### src/rtl/abus_pkg.sv
// Shared types and constants for the A-bus initiator: FSM state encoding,
// chip-select indices, idle pin levels and the chip-select decoder.
package abus_pkg;

  typedef enum logic [2:0] {
    ST_IDLE   = 3'd0,
    ST_ADDR   = 3'd1,
    ST_STROBE = 3'd2,
    ST_HOLD   = 3'd3,
    ST_DONE   = 3'd4
  } abus_state_e;

  localparam logic [1:0] CS_IDX0    = 2'd0;
  localparam logic [1:0] CS_IDX1    = 2'd1;
  localparam logic [1:0] CS_IDX2    = 2'd2;
  localparam logic [1:0] CS_INVALID = 2'd3;

  localparam logic [2:0] CS_IDLE = 3'b111;
  localparam logic [1:0] WR_IDLE = 2'b11;

  // Active-low chip-select pattern for an index; the invalid index selects nothing.
  function automatic logic [2:0] cs_decode_n(input logic [1:0] idx);
    logic [2:0] cs_n;
    case (idx)
      CS_IDX0: cs_n = 3'b110;
      CS_IDX1: cs_n = 3'b101;
      CS_IDX2: cs_n = 3'b011;
      default: cs_n = CS_IDLE;
    endcase
    return cs_n;
  endfunction

endpackage

### src/rtl/abus_sync2.sv
// Two-flop synchronizer for asynchronous A-bus inputs (WAIT, interrupt).
// RESET_VAL lets each instance come out of reset at its inactive level.
module abus_sync2 #(
  parameter int               WIDTH     = 1,
  parameter logic [WIDTH-1:0] RESET_VAL = '0
) (
  input  logic             clk,
  input  logic             reset,
  input  logic [WIDTH-1:0] d,
  output logic [WIDTH-1:0] q
);

  logic [WIDTH-1:0] s1_d, s1_q;
  logic [WIDTH-1:0] s2_d, s2_q;

  // Next values of the two synchronizer stages.
  always_comb begin
    s1_d = d;
    s2_d = s1_q;
  end

  // Synchronizer stage registers.
  always_ff @(posedge clk) begin
    if (reset) begin
      s1_q <= RESET_VAL;
      s2_q <= RESET_VAL;
    end else begin
      s1_q <= s1_d;
      s2_q <= s2_d;
    end
  end

  assign q = s2_q;

endmodule

### src/rtl/abus_initiator.sv
// A-bus initiator: turns one valid/ready command into a single Saturn
// cartridge-bus read or write cycle (ADDR -> STROBE -> HOLD -> DONE).
// All pin and response outputs are registered and computed from the next state,
// so they change on the same edge as the FSM.
module abus_initiator
  import abus_pkg::*;
#(
  parameter int SETUP_CYCLES   = 2,
  parameter int STROBE_CYCLES  = 6,
  parameter int HOLD_CYCLES    = 2,
  parameter int TIMEOUT_CYCLES = 1023
) (
  input  logic        clk,
  input  logic        reset,
  input  logic        cmd_valid,
  output logic        cmd_ready,
  input  logic        cmd_write,
  input  logic [1:0]  cmd_cs,
  input  logic [25:0] cmd_addr,
  input  logic [1:0]  cmd_be,
  input  logic [15:0] cmd_wdata,
  output logic        rsp_valid,
  output logic [15:0] rsp_rdata,
  output logic        rsp_error,
  output logic [9:0]  abus_address,
  output logic [2:0]  abus_chipselect,
  output logic        abus_read,
  output logic [1:0]  abus_write,
  output logic [15:0] abus_ad_out,
  output logic        abus_ad_oe,
  input  logic [15:0] abus_ad_in,
  input  logic        abus_waitrequest,
  input  logic        abus_interrupt,
  output logic        irq
);

  // Counter reload values: each phase loads (length - 1) and ends at zero.
  // The strobe phase loads the timeout length; elapsed strobe cycles are
  // TIMEOUT_CYCLES - cnt, so the minimum width is met once cnt <= STROBE_DONE.
  localparam logic [9:0] SETUP_LD    = 10'(SETUP_CYCLES - 1);
  localparam logic [9:0] HOLD_LD     = 10'(HOLD_CYCLES - 1);
  localparam logic [9:0] TMO_LD      = 10'(TIMEOUT_CYCLES - 1);
  localparam logic [9:0] STROBE_DONE = 10'(TIMEOUT_CYCLES - STROBE_CYCLES);

  abus_state_e state_d, state_q;
  logic [9:0]  cnt_d, cnt_q;
  logic        write_d, write_q;
  logic [1:0]  cs_d, cs_q;
  logic [25:0] addr_d, addr_q;
  logic [1:0]  be_d, be_q;
  logic [15:0] wdata_d, wdata_q;
  logic        bypass_d, bypass_q;
  logic        err_d, err_q;
  logic [15:0] rdat_d, rdat_q;

  logic        cmd_ready_d, cmd_ready_q;
  logic        rsp_valid_d, rsp_valid_q;
  logic [15:0] rsp_rdata_d, rsp_rdata_q;
  logic        rsp_error_d, rsp_error_q;
  logic [9:0]  address_d, address_q;
  logic [2:0]  cs_n_d, cs_n_q;
  logic        read_n_d, read_n_q;
  logic [1:0]  write_n_d, write_n_q;
  logic [15:0] ad_out_d, ad_out_q;
  logic        ad_oe_d, ad_oe_q;

  logic        accept;
  logic        wait_sync;
  logic        eff_bypass;
  logic [1:0]  eff_cs;
  logic [25:0] eff_addr;

  abus_sync2 #(.WIDTH(1), .RESET_VAL(1'b1)) u_sync_wait (
    .clk   (clk),
    .reset (reset),
    .d     (abus_waitrequest),
    .q     (wait_sync)
  );

  abus_sync2 #(.WIDTH(1), .RESET_VAL(1'b0)) u_sync_irq (
    .clk   (clk),
    .reset (reset),
    .d     (abus_interrupt),
    .q     (irq)
  );

  assign accept = cmd_valid & cmd_ready_q;

  // Next-state, shared down-counter, command capture and read-data capture.
  always_comb begin
    state_d  = state_q;
    cnt_d    = cnt_q;
    write_d  = write_q;
    cs_d     = cs_q;
    addr_d   = addr_q;
    be_d     = be_q;
    wdata_d  = wdata_q;
    bypass_d = bypass_q;
    err_d    = err_q;
    rdat_d   = rdat_q;
    case (state_q)
      ST_IDLE: begin
        if (accept) begin
          write_d  = cmd_write;
          cs_d     = cmd_cs;
          addr_d   = cmd_addr;
          be_d     = cmd_be;
          wdata_d  = cmd_wdata;
          // Invalid CS, or a write with no byte lanes, completes without pin activity.
          bypass_d = (cmd_cs == CS_INVALID) || (cmd_write && (cmd_be == 2'b00));
          err_d    = (cmd_cs == CS_INVALID);
          rdat_d   = 16'h0000;
          cnt_d    = SETUP_LD;
          state_d  = ST_ADDR;
        end else begin
          state_d  = ST_IDLE;
        end
      end
      ST_ADDR: begin
        if (bypass_q) begin
          // One decode cycle with pins idle, then respond.
          state_d = ST_DONE;
        end else if (cnt_q == 10'd0) begin
          cnt_d   = TMO_LD;
          state_d = ST_STROBE;
        end else begin
          cnt_d   = cnt_q - 10'd1;
        end
      end
      ST_STROBE: begin
        if ((cnt_q <= STROBE_DONE) && wait_sync) begin
          rdat_d  = write_q ? 16'h0000 : abus_ad_in;
          cnt_d   = HOLD_LD;
          state_d = ST_HOLD;
        end else if (cnt_q == 10'd0) begin
          // Slave held WAIT for the whole timeout window: abort the cycle.
          rdat_d  = 16'h0000;
          err_d   = 1'b1;
          cnt_d   = HOLD_LD;
          state_d = ST_HOLD;
        end else begin
          cnt_d   = cnt_q - 10'd1;
        end
      end
      ST_HOLD: begin
        if (cnt_q == 10'd0) begin
          state_d = ST_DONE;
        end else begin
          cnt_d   = cnt_q - 10'd1;
        end
      end
      ST_DONE: begin
        state_d = ST_IDLE;
      end
      default: begin
        state_d = ST_IDLE;
      end
    endcase
  end

  // Command fields as seen on the accept edge (live inputs) or afterwards (captured).
  always_comb begin
    if (accept) begin
      eff_bypass = (cmd_cs == CS_INVALID) || (cmd_write && (cmd_be == 2'b00));
      eff_cs     = cmd_cs;
      eff_addr   = cmd_addr;
    end else begin
      eff_bypass = bypass_q;
      eff_cs     = cs_q;
      eff_addr   = addr_q;
    end
  end

  // Pin and response levels for the state being entered.
  always_comb begin
    cmd_ready_d = (state_d == ST_IDLE);
    rsp_valid_d = 1'b0;
    rsp_rdata_d = 16'h0000;
    rsp_error_d = 1'b0;
    address_d   = 10'h000;
    cs_n_d      = CS_IDLE;
    read_n_d    = 1'b1;
    write_n_d   = WR_IDLE;
    ad_out_d    = 16'h0000;
    ad_oe_d     = 1'b0;
    case (state_d)
      ST_ADDR: begin
        if (!eff_bypass) begin
          cs_n_d    = cs_decode_n(eff_cs);
          address_d = eff_addr[25:16];
          ad_out_d  = eff_addr[15:0];
          ad_oe_d   = 1'b1;
        end else begin
          cs_n_d    = CS_IDLE;
        end
      end
      ST_STROBE: begin
        cs_n_d    = cs_decode_n(cs_q);
        address_d = addr_q[25:16];
        if (write_q) begin
          ad_out_d  = wdata_q;
          ad_oe_d   = 1'b1;
          write_n_d = ~be_q;
        end else begin
          read_n_d  = 1'b0;
        end
      end
      ST_HOLD: begin
        cs_n_d    = cs_decode_n(cs_q);
        address_d = addr_q[25:16];
        if (write_q) begin
          ad_out_d = wdata_q;
          ad_oe_d  = 1'b1;
        end else begin
          ad_oe_d  = 1'b0;
        end
      end
      ST_DONE: begin
        rsp_valid_d = 1'b1;
        rsp_rdata_d = rdat_q;
        rsp_error_d = err_q;
      end
      default: begin
        cs_n_d = CS_IDLE;
      end
    endcase
  end

  // State, counter, captured command and all registered outputs.
  always_ff @(posedge clk) begin
    if (reset) begin
      state_q     <= ST_IDLE;
      cnt_q       <= 10'd0;
      write_q     <= 1'b0;
      cs_q        <= 2'd0;
      addr_q      <= 26'd0;
      be_q        <= 2'b00;
      wdata_q     <= 16'h0000;
      bypass_q    <= 1'b0;
      err_q       <= 1'b0;
      rdat_q      <= 16'h0000;
      cmd_ready_q <= 1'b0;
      rsp_valid_q <= 1'b0;
      rsp_rdata_q <= 16'h0000;
      rsp_error_q <= 1'b0;
      address_q   <= 10'h000;
      cs_n_q      <= CS_IDLE;
      read_n_q    <= 1'b1;
      write_n_q   <= WR_IDLE;
      ad_out_q    <= 16'h0000;
      ad_oe_q     <= 1'b0;
    end else begin
      state_q     <= state_d;
      cnt_q       <= cnt_d;
      write_q     <= write_d;
      cs_q        <= cs_d;
      addr_q      <= addr_d;
      be_q        <= be_d;
      wdata_q     <= wdata_d;
      bypass_q    <= bypass_d;
      err_q       <= err_d;
      rdat_q      <= rdat_d;
      cmd_ready_q <= cmd_ready_d;
      rsp_valid_q <= rsp_valid_d;
      rsp_rdata_q <= rsp_rdata_d;
      rsp_error_q <= rsp_error_d;
      address_q   <= address_d;
      cs_n_q      <= cs_n_d;
      read_n_q    <= read_n_d;
      write_n_q   <= write_n_d;
      ad_out_q    <= ad_out_d;
      ad_oe_q     <= ad_oe_d;
    end
  end

  assign cmd_ready       = cmd_ready_q;
  assign rsp_valid       = rsp_valid_q;
  assign rsp_rdata       = rsp_rdata_q;
  assign rsp_error       = rsp_error_q;
  assign abus_address    = address_q;
  assign abus_chipselect = cs_n_q;
  assign abus_read       = read_n_q;
  assign abus_write      = write_n_q;
  assign abus_ad_out     = ad_out_q;
  assign abus_ad_oe      = ad_oe_q;

endmodule

### config.mk
export PLATFORM = sky130hd
export DESIGN_NAME = abus_initiator
export DESIGN_NICKNAME = d
export VERILOG_FILES = /design/src/rtl/abus_pkg.sv /design/src/rtl/abus_sync2.sv /design/src/rtl/abus_initiator.sv
export SDC_FILE = /design/constraint.sdc
export NUM_CORES = 1
export LEC_CHECK = 0
export CORE_MARGIN = 5
export CORE_UTILIZATION = 30
export DETAILED_ROUTE_END_ITERATION = 7
export DONT_BUFFER_PORTS = 1
export GPL_ROUTABILITY_DRIVEN = 0
export PLACE_DENSITY = 0.5
export SETUP_SLACK_MARGIN = 0.5
export SYNTH_ARGS = -nofsm -noshare
export SYNTH_HDL_FRONTEND = slang
export SYNTH_SLANG_ARGS = --single-unit
export TNS_END_PERCENT = 5
### constraint.sdc
create_clock -name clk -period 2.05 [get_ports clk]
set_input_delay 0.205 -clock clk [delete_from_list [all_inputs] [get_ports clk]]
set_output_delay 0.205 -clock clk [all_outputs]
set_load 0.01 [all_outputs]
==> reports/qor.csv <==
metric;value;unit
setup_viol;29;
drcViolationCount;0;
final_cells;874;
syn-cell-area;5190;µm²
crit_type;register to register;
synth_top_area_cell;dfxtp_1;
dp_cells;823;
failed_checks;negative hold slack, negative setup slack;
drive_gt1_frac;0.206;
num-fill-cells;1735;
slew_headroom;0.610;
synth_most_common_cell;nand2_1;
fin_nets;708;
cts_root_buf;clkbuf_16;
post-place-ws;-0.133;ns
antenna_found_initial;0;
synthToLayoutAreaGrowth;29.4;%
hold_violations;69;
cts_max_level;4;
postRouteAntennaNets;0;
yosysWarningCount;0;
cellLeakagePower;2.43;nW
gr-total-overflow;0;
ir_worst_vdd;0.847;mV
synth-async-reset-ratio;0;
synth_area_leaders;dfxtp_1, nand2_1, a21oi_1, nor2_1, a32oi_1;
slew_violations;0;
hold_buffers;16;
grt_max_degree;83;
worstHoldEndpoint;rdat_q[14];
r2r_end;abus_chipselect[2];
hpwl;9940;µm
fp.coreArea;17100;µm²
crit_slowest_cell;dfxtp_2;
r2r_start;cnt_q[0];
via_count;4376;
die_height;141;µm
synth_nets;664;
netlist.area_leader.share;0.517;
r2r_cells;10;
hold_path_startpoint;reset;
worst_slack;-0.0454;ns
synth_area_per_cell;8.73;µm²
die_x;141;µm
worstPathRequired;2.36;ns
cap_viol_max_count;0;
placed_area;5720;µm²
cp-end-kind;register;
fmax;477;MHz
numPortBuffers;0;
worstPathArrival;2.40;ns
fp.dieArea;20000;µm²
cts_tree;built;
clkTransAtPathRegs;0.06;ns
holdPathStages;1;
clk_latency;0.41;ns
postLayoutCoreUtil;0.392;
synth_edf_count;0;
firstDrtPassIters;4;
path_cells;inv_2 > ha_4 > nor4b_4 > buf_4 > and3_4 > o2111a_2 > buf_12 > nor4_4 > o21ai_1 > buf_4;
worst_pin_slew;0.584;ns
synth_common_cells;nand2_1, dfxtp_1, a21oi_1, nor2_1, clkbuf_1;
status;finished, violations left;
cts.sinks;134;
seq_area_frac_synth;0.517;
grt_pass1_wl;22700;µm
ff2ff_setup_slack;-0.05;ns
grt_pass1_vias;4231;
track_usage;0.144;
cts_buffers;17;
final_area;6710;µm²
synth_top_flop_cell;dfxtp_1;
synth_seq_cells;134;
post-route-period-util;1.02;
whs;-0.141;ns
setup.worst_path.start_class;register;
drtIter0Drc;289;
path_common_cell;buf_4;
finClkSkew;0.00846;ns
num_rows;48;
clk_path_buf_depth;2;
initial_utilization;0.303;
finalCriticalPeriod;2.10;ns
crit_fanout;6;
n_antenna_cell;0;
rsz0062_at_grt;true;
ys_types;65;
syn_inst;594;
wl_per_cell;16.5;µm
hold_path_class;primary input to register;
slowest_delay;0.36;ns
num_io_pins;121;
powerDensity;1540;nW/µm²
viasPerCell;5.01;
routed_wl;14500;µm
[critical path: cells and delay by family, from the launching register on]
family	cells	cell delay [ns]
AO/OA/AOI/OAI	2	0.41
AND/OR/NAND/NOR	3	0.53
flip-flops	1	0.36
buffers and inverters	4	0.52
adder cells (fa/ha/maj)	1	0.16
[kinds of logic (layout without fill, tap and decap cells)]
| group | Yosys count | count (layout) | synth area share |
|---|---|---|---|
| and+or+nand+nor | 253 | 253 | 0.226 |
| AOI/OAI and AO/OA | 158 | 158 | 0.210 |
| DFF | 134 | 134 | 0.517 |
| buffers and inverters | 45 | 100 | 0.0386 |
| adders and majority gates | 2 | 2 | 0.00482 |
| xor gates and xnor gates | 1 | 1 | 0.00169 |
| muxes | 1 | 1 | 0.00193 |
[where the power goes]
part           switching (mW)  internal, mW  leakage [nW]
Combinational            2.30          1.86          1.08
Clock                    1.14          1.76         0.265
Sequential              0.287          2.98          1.09
[metal layers]
layer  vias to the layer above  global-route usage  wire (µm)
li1                       2159                   -          -
met2                       116               0.228       6810
met3                        14              0.0485        994
met1                      2087               0.182       6410
met4                         0              0.0571        243
met5                         -                   0          0
[how the worst max path moves through the flow]
stage | start | end | cells after the start | slack (ns)
floorplan | cnt_q[1] | abus_address[0] | 8 | 0.13
global placement | cnt_q[0] | cnt_q[8] | 8 | -0.10
detailed placement | cnt_q[0] | abus_address[4] | 8 | -0.13
CTS | cnt_q[0] | abus_chipselect[2] | 10 | -0.03
global route | cnt_q[0] | abus_chipselect[2] | 10 | -0.13
finish | cnt_q[0] | abus_chipselect[2] | 10 | -0.05
[what timing repair did]
item / CTS / global route
hold endpoints to repair: 83 / 68
gates resized for setup: 18 / 28
gates cloned: 0 / 0
pin swaps: 7 / 22
setup endpoints to repair: 130 / 123
buffers inserted: 3 / 2
[stage by stage]
step	TNS (ns)	total power, mW
after floorplan	0	5.67
after global placement	-1.18	6.86
after detailed placement	-3.39	6.91
after CTS	-0.201	10.2
after global routing	-3.92	10.9
final	-0.358	10.3
[state kept, by name (all words and copies together) (netlist names), 2 cells and up]
name             flops
abus_ad_out         16
abus_address        10
abus_chipselect      3
abus_write           2
addr_q              26
be_q                 2
cnt_q               10
cs_q                 2
rdat_q              16
rsp_rdata           16
state_q              3
wdata_q             16
[layout by cell type (no fill, tap or decap), types with 16 or more instances in the layout]
master           n
buf_4           41
nand2_1        134
clkbuf_16       17
a22oi_2         16
dlygate4sd3_1   16
and2_1          18
a32oi_1         17
nor2_1          45
dfxtp_1        132
a21oi_1         69
[layout make-up]
| cell class | count | area, µm² | share of cell area |
|---|---|---|---|
| clock inverters | 9 | 95.1 | 0.0142 |
| inverters | 3 | 11.3 | 0.00168 |
| clock buffers | 21 | 470 | 0.0701 |
| well taps | 225 | 282 | 0.0419 |
| repair buffers | 67 | 636 | 0.0947 |
| flip-flops and latches | 134 | 2690 | 0.400 |
| multi-input cells | 415 | 2530 | 0.377 |
(Power assumes the default switching activity.)
